File: src/rtl/time_bcd_formatter.sv
// Binary hh:mm:ss to two-digit BCD formatter with 12/24-hour mapping.
// Captures a sample on i_start, runs a shift-add-3 engine on all fields in parallel, then registers the digits.
module time_bcd_formatter #(
  parameter int HOUR_W        = 5,
  parameter int MINSEC_W      = 6,
  parameter int BLANK_LEADING = 1
) (
  input  logic                i_clk,
  input  logic                i_reset,
  input  logic                i_start,
  input  logic                i_12h_mode,
  input  logic [HOUR_W-1:0]   i_hours,
  input  logic [MINSEC_W-1:0] i_minutes,
  input  logic [MINSEC_W-1:0] i_seconds,
  output logic                o_busy,
  output logic                o_valid,
  output logic [3:0]          o_hour_tens,
  output logic [3:0]          o_hour_ones,
  output logic [3:0]          o_min_tens,
  output logic [3:0]          o_min_ones,
  output logic [3:0]          o_sec_tens,
  output logic [3:0]          o_sec_ones,
  output logic                o_am_pm,
  output logic                o_range_err
);

  localparam logic [1:0] S_IDLE  = 2'd0;
  localparam logic [1:0] S_SHIFT = 2'd1;
  localparam logic [1:0] S_DONE  = 2'd2;
  localparam int CNT_W = 3;

  logic [1:0]          state_q, state_d;
  logic [CNT_W-1:0]    cnt_q, cnt_d;
  logic                mode_q, mode_d;
  logic                pm_q, pm_d;
  logic                err_q, err_d;
  logic [MINSEC_W-1:0] hr_sh_q, hr_sh_d;
  logic [MINSEC_W-1:0] mn_sh_q, mn_sh_d;
  logic [MINSEC_W-1:0] sc_sh_q, sc_sh_d;
  logic [7:0]          hr_bcd_q, hr_bcd_d;
  logic [7:0]          mn_bcd_q, mn_bcd_d;
  logic [7:0]          sc_bcd_q, sc_bcd_d;
  logic [3:0]          hour_tens_q, hour_tens_d;
  logic [3:0]          hour_ones_q, hour_ones_d;
  logic [3:0]          min_tens_q, min_tens_d;
  logic [3:0]          min_ones_q, min_ones_d;
  logic [3:0]          sec_tens_q, sec_tens_d;
  logic [3:0]          sec_ones_q, sec_ones_d;
  logic                am_pm_q, am_pm_d;
  logic                valid_q, valid_d;
  logic                range_err_q, range_err_d;

  // 12h mode: 0 and 12 show as 12, everything else (including >=24) wraps mod 12.
  function automatic logic [MINSEC_W-1:0] map_hours(input logic [HOUR_W-1:0] h,
                                                    input logic mode12);
    int v;
    v = int'(h);
    if (mode12) begin
      if (v == 0) begin
        v = 12;
      end else if (v != 12) begin
        for (int i = 0; i < 6; i++) begin
          if (v >= 12) v = v - 12;
        end
      end
    end
    return MINSEC_W'(v);
  endfunction

  function automatic logic [7:0] dd_step(input logic [7:0] bcd, input logic bit_in);
    logic [3:0] lo;
    logic [3:0] hi;
    lo = bcd[3:0];
    hi = bcd[7:4];
    if (lo >= 4'd5) lo = lo + 4'd3;
    if (hi >= 4'd5) hi = hi + 4'd3;
    return {hi[2:0], lo, bit_in};
  endfunction

  function automatic logic [3:0] blank_tens(input logic [3:0] tens, input logic mode12);
    return ((BLANK_LEADING != 0) && mode12 && (tens == 4'd0)) ? 4'hF : tens;
  endfunction

  always_comb begin
    state_d     = state_q;
    cnt_d       = cnt_q;
    mode_d      = mode_q;
    pm_d        = pm_q;
    err_d       = err_q;
    hr_sh_d     = hr_sh_q;
    mn_sh_d     = mn_sh_q;
    sc_sh_d     = sc_sh_q;
    hr_bcd_d    = hr_bcd_q;
    mn_bcd_d    = mn_bcd_q;
    sc_bcd_d    = sc_bcd_q;
    hour_tens_d = hour_tens_q;
    hour_ones_d = hour_ones_q;
    min_tens_d  = min_tens_q;
    min_ones_d  = min_ones_q;
    sec_tens_d  = sec_tens_q;
    sec_ones_d  = sec_ones_q;
    am_pm_d     = am_pm_q;
    range_err_d = range_err_q;
    valid_d     = 1'b0;
    case (state_q)
      S_IDLE: begin
        if (i_start) begin
          state_d  = S_SHIFT;
          mode_d   = i_12h_mode;
          pm_d     = i_12h_mode && (int'(i_hours) >= 12);
          err_d    = (int'(i_hours) >= 24) || (int'(i_minutes) >= 60) ||
                     (int'(i_seconds) >= 60);
          hr_sh_d  = map_hours(i_hours, i_12h_mode);
          mn_sh_d  = i_minutes;
          sc_sh_d  = i_seconds;
          hr_bcd_d = 8'd0;
          mn_bcd_d = 8'd0;
          sc_bcd_d = 8'd0;
          cnt_d    = CNT_W'(MINSEC_W);
        end
      end
      S_SHIFT: begin
        hr_bcd_d = dd_step(hr_bcd_q, hr_sh_q[MINSEC_W-1]);
        mn_bcd_d = dd_step(mn_bcd_q, mn_sh_q[MINSEC_W-1]);
        sc_bcd_d = dd_step(sc_bcd_q, sc_sh_q[MINSEC_W-1]);
        hr_sh_d  = hr_sh_q << 1;
        mn_sh_d  = mn_sh_q << 1;
        sc_sh_d  = sc_sh_q << 1;
        cnt_d    = cnt_q - 1'b1;
        if (cnt_q == CNT_W'(1)) state_d = S_DONE;
      end
      S_DONE: begin
        hour_tens_d = blank_tens(hr_bcd_q[7:4], mode_q);
        hour_ones_d = hr_bcd_q[3:0];
        min_tens_d  = mn_bcd_q[7:4];
        min_ones_d  = mn_bcd_q[3:0];
        sec_tens_d  = sc_bcd_q[7:4];
        sec_ones_d  = sc_bcd_q[3:0];
        am_pm_d     = pm_q;
        range_err_d = err_q;
        valid_d     = 1'b1;
        state_d     = S_IDLE;
      end
      default: state_d = S_IDLE;
    endcase
  end

  // Control and visible outputs: reset to a known display state.
  always_ff @(posedge i_clk) begin
    if (i_reset) begin
      state_q     <= S_IDLE;
      cnt_q       <= '0;
      valid_q     <= 1'b0;
      hour_tens_q <= 4'd0;
      hour_ones_q <= 4'd0;
      min_tens_q  <= 4'd0;
      min_ones_q  <= 4'd0;
      sec_tens_q  <= 4'd0;
      sec_ones_q  <= 4'd0;
      am_pm_q     <= 1'b0;
      range_err_q <= 1'b0;
    end else begin
      state_q     <= state_d;
      cnt_q       <= cnt_d;
      valid_q     <= valid_d;
      hour_tens_q <= hour_tens_d;
      hour_ones_q <= hour_ones_d;
      min_tens_q  <= min_tens_d;
      min_ones_q  <= min_ones_d;
      sec_tens_q  <= sec_tens_d;
      sec_ones_q  <= sec_ones_d;
      am_pm_q     <= am_pm_d;
      range_err_q <= range_err_d;
    end
  end

  // Working registers are always reloaded on start, so they carry no reset.
  always_ff @(posedge i_clk) begin
    mode_q   <= mode_d;
    pm_q     <= pm_d;
    err_q    <= err_d;
    hr_sh_q  <= hr_sh_d;
    mn_sh_q  <= mn_sh_d;
    sc_sh_q  <= sc_sh_d;
    hr_bcd_q <= hr_bcd_d;
    mn_bcd_q <= mn_bcd_d;
    sc_bcd_q <= sc_bcd_d;
  end

  assign o_busy      = (state_q != S_IDLE);
  assign o_valid     = valid_q;
  assign o_hour_tens = hour_tens_q;
  assign o_hour_ones = hour_ones_q;
  assign o_min_tens  = min_tens_q;
  assign o_min_ones  = min_ones_q;
  assign o_sec_tens  = sec_tens_q;
  assign o_sec_ones  = sec_ones_q;
  assign o_am_pm     = am_pm_q;
  assign o_range_err = range_err_q;

endmodule

File: config.mk
export PLATFORM = sky130hd
export DESIGN_NAME = time_bcd_formatter
export DESIGN_NICKNAME = d
export VERILOG_FILES = /design/src/rtl/time_bcd_formatter.sv
export SDC_FILE = /design/constraint.sdc
export NUM_CORES = 1
export LEC_CHECK = 0
export CORE_AREA = 2 2 108 89
export DETAILED_ROUTE_END_ITERATION = 10
export DIE_AREA = 0 0 110 91
export GPL_TIMING_DRIVEN = 0
export PLACE_DENSITY_LB_ADDON = 0.1
export SYNTH_ARGS = -nofsm -noshare
export SYNTH_HDL_FRONTEND = slang
export SYNTH_SLANG_ARGS = --single-unit
File: constraint.sdc
create_clock -name i_clk -period 7.2 [get_ports i_clk]
set_clock_uncertainty 0.2 [all_clocks]
set_input_delay 0.72 -clock i_clk [delete_from_list [all_inputs] [get_ports i_clk]]
set_output_delay 0.72 -clock i_clk [all_outputs]
set_load 0.05 [all_outputs]
# Word-level counts from Yosys, hierarchy flattened
# Index checks and enable logic that the tools add are counted.
# Widths: inputs -> output; s select.
# word_totals
reg_bits,77
output_inout_bits,28
wordCells,123
# op_classes
addsub,13
magnitude_cmp,15
n_eq_ne,6
muxes,57
n_reduce_logical,12
# ops
cell,n
$mux 32,30
$ge 32x5->1 const B,5
$sub 32x5->32 const B,4
$pmux 8 s2,3
$mux 6,7
$pmux 6 s2,3
$ge 4x3->1 const B,6
$mux 4,4
$add 4x2->4 const B,3
$ge 6x6->1 const B,2
$mux 3,4
$add 3x2->3 const B,3
$mux 8,1
$pmux 3 s2,1
$reduce_and 2->1,3
$sub 5x4->6 const B,1
$sub 6x5->6 const B,1
$ge 5x4->1 const B,1
$ge 5x5->1 const B,1
$logic_not 5->1,1
$ne 5x5->1 const B,1
$logic_not 4->1,1
$mux 2,2
$ne 2x2->1 const B,2
10 further kinds,13

# Longest topological paths before layout
# logic_depth
word_depth,42
ltp_mapped,30

# Worst setup path after synthesis
# No wires, ideal clock.
# synth_timing
path_kind,input -> register
startpoint,input port i_hours[3]
endpoint,register hr_sh_q[4] (data pin)
setup_time_ps,261
arrival_ps,6420
setup_slack_ps,320
cell_stages,27
n_path_buf,2
cell_sequence,buf_6 > clkbuf_8 > inv_1 > ha_1 > a21oi_1 > nor3_1 > ha_1 > inv_1 > a22oi_1 > o41ai_4 > ha_1 > nor2_1 > a21oi_2 > mux2_2 > ha_1 > or3_2 > a311oi_4 > a31oi_4 > mux2_2 > ha_1 > or3_1 > a31oi_1 > o21ai_0 > a21oi_1 > a21boi_2 > o21ai_1 > a221o_1
# synth_via
elab_chain_len,42
# synth_lines
item,line,source
from (decl),12,"input logic [HOUR_W-1:0] i_hours,"
$sub 5x4->6 or $ge 5x4->1 (tied branches),63,if (v >= 12) v = v - 12;
$mux 32,63,
$mux 32,61,end else if (v != 12) begin
$mux 32,59,if (v == 0) begin
$mux 32,58,if (mode12) begin
$mux 32,107,if (i_start) begin
$mux 32,105,case (state_q)
$sub 32x5->32 or $ge 32x5->1 (tied branches),63,
[27 not listed],-,
$ge 32x5->1 or $sub 6x5->6 (tied branches),63,
$mux 6,63,
$mux 6,61,
$mux 6 (*),59,
$mux 6 (*),58,
$mux 6 (*),107,
$pmux 6 s2 (*),105,
net hr_sh_d[4],37,"logic [MINSEC_W-1:0] hr_sh_q, hr_sh_d;"
to (signal assigned),182,hr_sh_q <= hr_sh_d;
to (decl),37,
# The timed path passes the listed nets; every way through them passes the cells marked *. The select of a mux whose other input is x is not followed.
# A chain may end at the register's enable or synchronous reset.

# Worst setup path after layout
# Same ends and word-level chain as after synthesis.

==> impl_metrics.yaml <==
status:
  outcome: "complete, no violations"
worst_setup_path:
  cp_slowest_stage_delay_ns: 0.50
  r2r_slack_ns: 4.98
  rr_endpoint: "mn_bcd_q[5]"
  start_kind: "input port"
  worst_r2r_path_depth: 4
  slowest_stage: "clkdlybuf4s50_1"
  worstReg2RegStart: "state_q[1]"
  arrival_ns: 6.90
  crit_fanout: 10
  worstPathRequired_ns: 7.10
  end_kind: "register"
  worst-setup-path-type: "in -> reg"
placed_design:
  hpwl_um: 7255
  dp_cells: 652
  gp_congestion: 0.8146
  dpl_cell_area_um2: 5097
  portBuffers: 48
pwr:
  p_leak_nw: 2.126
  irDropWorstVdd_uv: 145.2
  power_density_nw_per_um2: 259.0
logic_synthesis:
  syn_area_um2: 4451
  yosys.cell_types.count: 73
  yosysWarnings: 0
  yosysTopAreaCellShare_pct: 30.36
  synth_most_common_cell: "nand2_1"
  syn_avg_cell_area_um2: 9.120
  ys.flop_type: "edfxtp_1"
  postSynth.asyncResetShare_pct: 0
  ys_top_cells_by_count: "nand2_1, a21oi_1, edfxtp_1"
  netlist_instances: 488
  synth.area.top_cells: "edfxtp_1, dfxtp_1, nand2_1"
  synth_edf_count: 45
  ys_seq_area_share_pct: 44.76
  ys_ff_latch: 77
  syn-num-nets: 531
  synth_top_cell_by_area: "edfxtp_1"
timing:
  period_minus_slack_ns: 7.000
  slew-limit-headroom_pct: 52.52
  tightest_slew_ns: 0.7080
  hold_violations: 0
  max_freq_mhz: 142.9
  fin_crit_sh_pct: 97.23
  setup_viol: 0
  slew_viol_final: 0
clock_tree:
  cts_buffers: 9
  clk_pin_slew_ns: 0.08
  clockBufferDepth: 2
  clock_latency_ns: 0.36
  cts.sinks: 77
  cts_root_buf: "clkbuf_8"
  htreeDepth: 3
  postCtsHoldBufs: 0
  cts_tree: "yes"
floorplan:
  dieHeight_um: 91
  die_w_um: 110
  dieArea_um2: 10010
  coreArea_um2: 8882
  pin_count: 49
  rows: 31
  start_util_pct: 50.11
route:
  drc: 0
  vias: 3697
  dr.pass1.iters: 5
  drt_iter0_markers: 252
  ant_nets: 0
  wl_per_cell_um: 15.39
  avgViaCountPerCell: 5.374
  routed_wl_um: 10590
final_layout:
  seqCellArea_um2: 1992
  fin_nets: 611
  antennaDiodeCount: 0
  stdcell_count: 688
  fillers: 777
  area_growth_pct: 25.44
  design_area_um2: 5583
  multi_input_area_um2: 2354
  drive_gt1_share_pct: 16.23
global_routing:
  gr-usage-all-layers_pct: 22.62
  grt_max_degree: 32
  antenna_found_initial: 0
  grt_pass1_wl_um: 17570
  grt_pass1_vias: 3589
  grt.overflow.total: 0
hold_path:
  hold_depth: 2
  worstHoldStart: "o_min_tens[0]"
  hp-class: "reg -> reg"
  min_to: "o_min_tens[0]"
run:
  maxCapViolCount: 0
metal layers:
metal	vias to the layer above	global-route usage, %	routed length, um
li1	1841	-	-
met1	1762	32.38	5174
met2	83	34.41	4774
met3	11	4.953	520
met4	0	6.013	120
met5	-	0	0
through the flow:
stage	hold WS (ns)	utilization (%)	setup TNS, ns	setup WS (ns)	power (mW)
2_1_floorplan	0.2713	-	0	0.3196	0.8764
3_3_place_gp	0.2462	57.13	-2.772	-0.9932	0.9615
3_5_place_dp	0.2494	57.39	-3.046	-1.059	0.9747
4_1_cts	0.2578	61.80	0	0.07660	1.404
5_1_grt	0.2802	62.85	-0.02382	-0.01244	1.528
6_report	0.2590	62.85	0	0.1996	1.446
kinds of logic after synthesis:
logic type,Yosys count,synth area share (%)
multiplexers,5,1.237
buffers and inverters,47,4.891
AND/OR/NAND/NOR,216,22.77
XOR/XNOR,14,2.755
AO/OA/AOI/OAI,107,17.40
flip-flops,77,44.76
adder cells (fa/ha/maj),22,6.185
registers in the layout (all words and copies together), names as in the netlist:
signal,cells
o_am_pm,1
o_min_tens,4
mn_sh_q,6
o_valid,1
mode_q,1
o_min_ones,4
hr_sh_q,6
sc_bcd_q,8
hr_bcd_q,8
o_sec_tens,4
cnt_q,3
state_q,2
o_hour_tens,4
o_sec_ones,4
o_hour_ones,4
pm_q,1
mn_bcd_q,8
err_q,1
o_range_err,1
sc_sh_q,6
placed cells by master, fill, tap and decap left out, types with 2 or more instances in the layout:
cell / instances
mux2_2: 2
dfxtp_1: 32
a21oi_2: 4
nand4_1: 2
nand2_1: 104
edfxtp_1: 45
and2b_2: 3
xnor2_1: 9
buf_4: 23
clkinv_2: 2
a21oi_1: 55
nand2b_1: 11
clkbuf_1: 16
clkbuf_8: 12
nand3_1: 4
nor2_1: 41
or3_1: 4
nand3b_1: 2
ha_4: 2
nor2_2: 3
nor2b_1: 4
nor3_1: 9
o21ai_1: 2
ha_1: 19
or2b_1: 2
inv_1: 24
buf_6: 3
xor2_1: 5
o21ai_0: 11
or2_2: 2
a31oi_4: 2
a211oi_1: 5
clkdlybuf4s50_1: 47
and2_1: 9
mux2_4: 2
worst max path at each step:
stage	end	from	slack, ns
after detailed placement	hr_sh_q[4]	i_hours[3]	-1.06
after global routing	hr_sh_q[4]	i_hours[3]	-0.01
after CTS	hr_sh_q[4]	i_hours[3]	0.08
after global placement	hr_sh_q[4]	i_hours[3]	-0.99
final	hr_sh_q[4]	i_hours[3]	0.20
after floorplan	hr_sh_q[4]	i_hours[3]	0.32
layout make-up:
type	instances	share of cell area [%]
inverter	25	1.681
tap	115	2.577
timing repair buffer	69	11.70
clock buffer	13	3.227
buffer	22	2.264
clock inverter	3	0.7172
sequential	77	35.68
multi-input combinational	364	42.16
power breakdown:
part / internal (mW) / switching (mW)
sequential: 0.521 / 0.0258
clock: 0.199 / 0.158
combinational: 0.257 / 0.284
total: 0.978 / 0.468
timing repair:
action,4_1_cts,5_1_grt
resized for setup,12,12
pin swaps,6,10
buffers inserted,16,4
cloned,0,0
setup endpoints to repair,3,4
worst max-delay path, delay by kind of cell:
family                   cells  cell delay [ns]
adder cells (fa/ha/maj)      5             1.13
AO/OA/AOI/OAI               11             2.27
AND/OR/NAND/NOR              6             1.14
buffers and inverters        5             0.97
multiplexers                 2             0.66
Power figures use the tool's default switching activity.
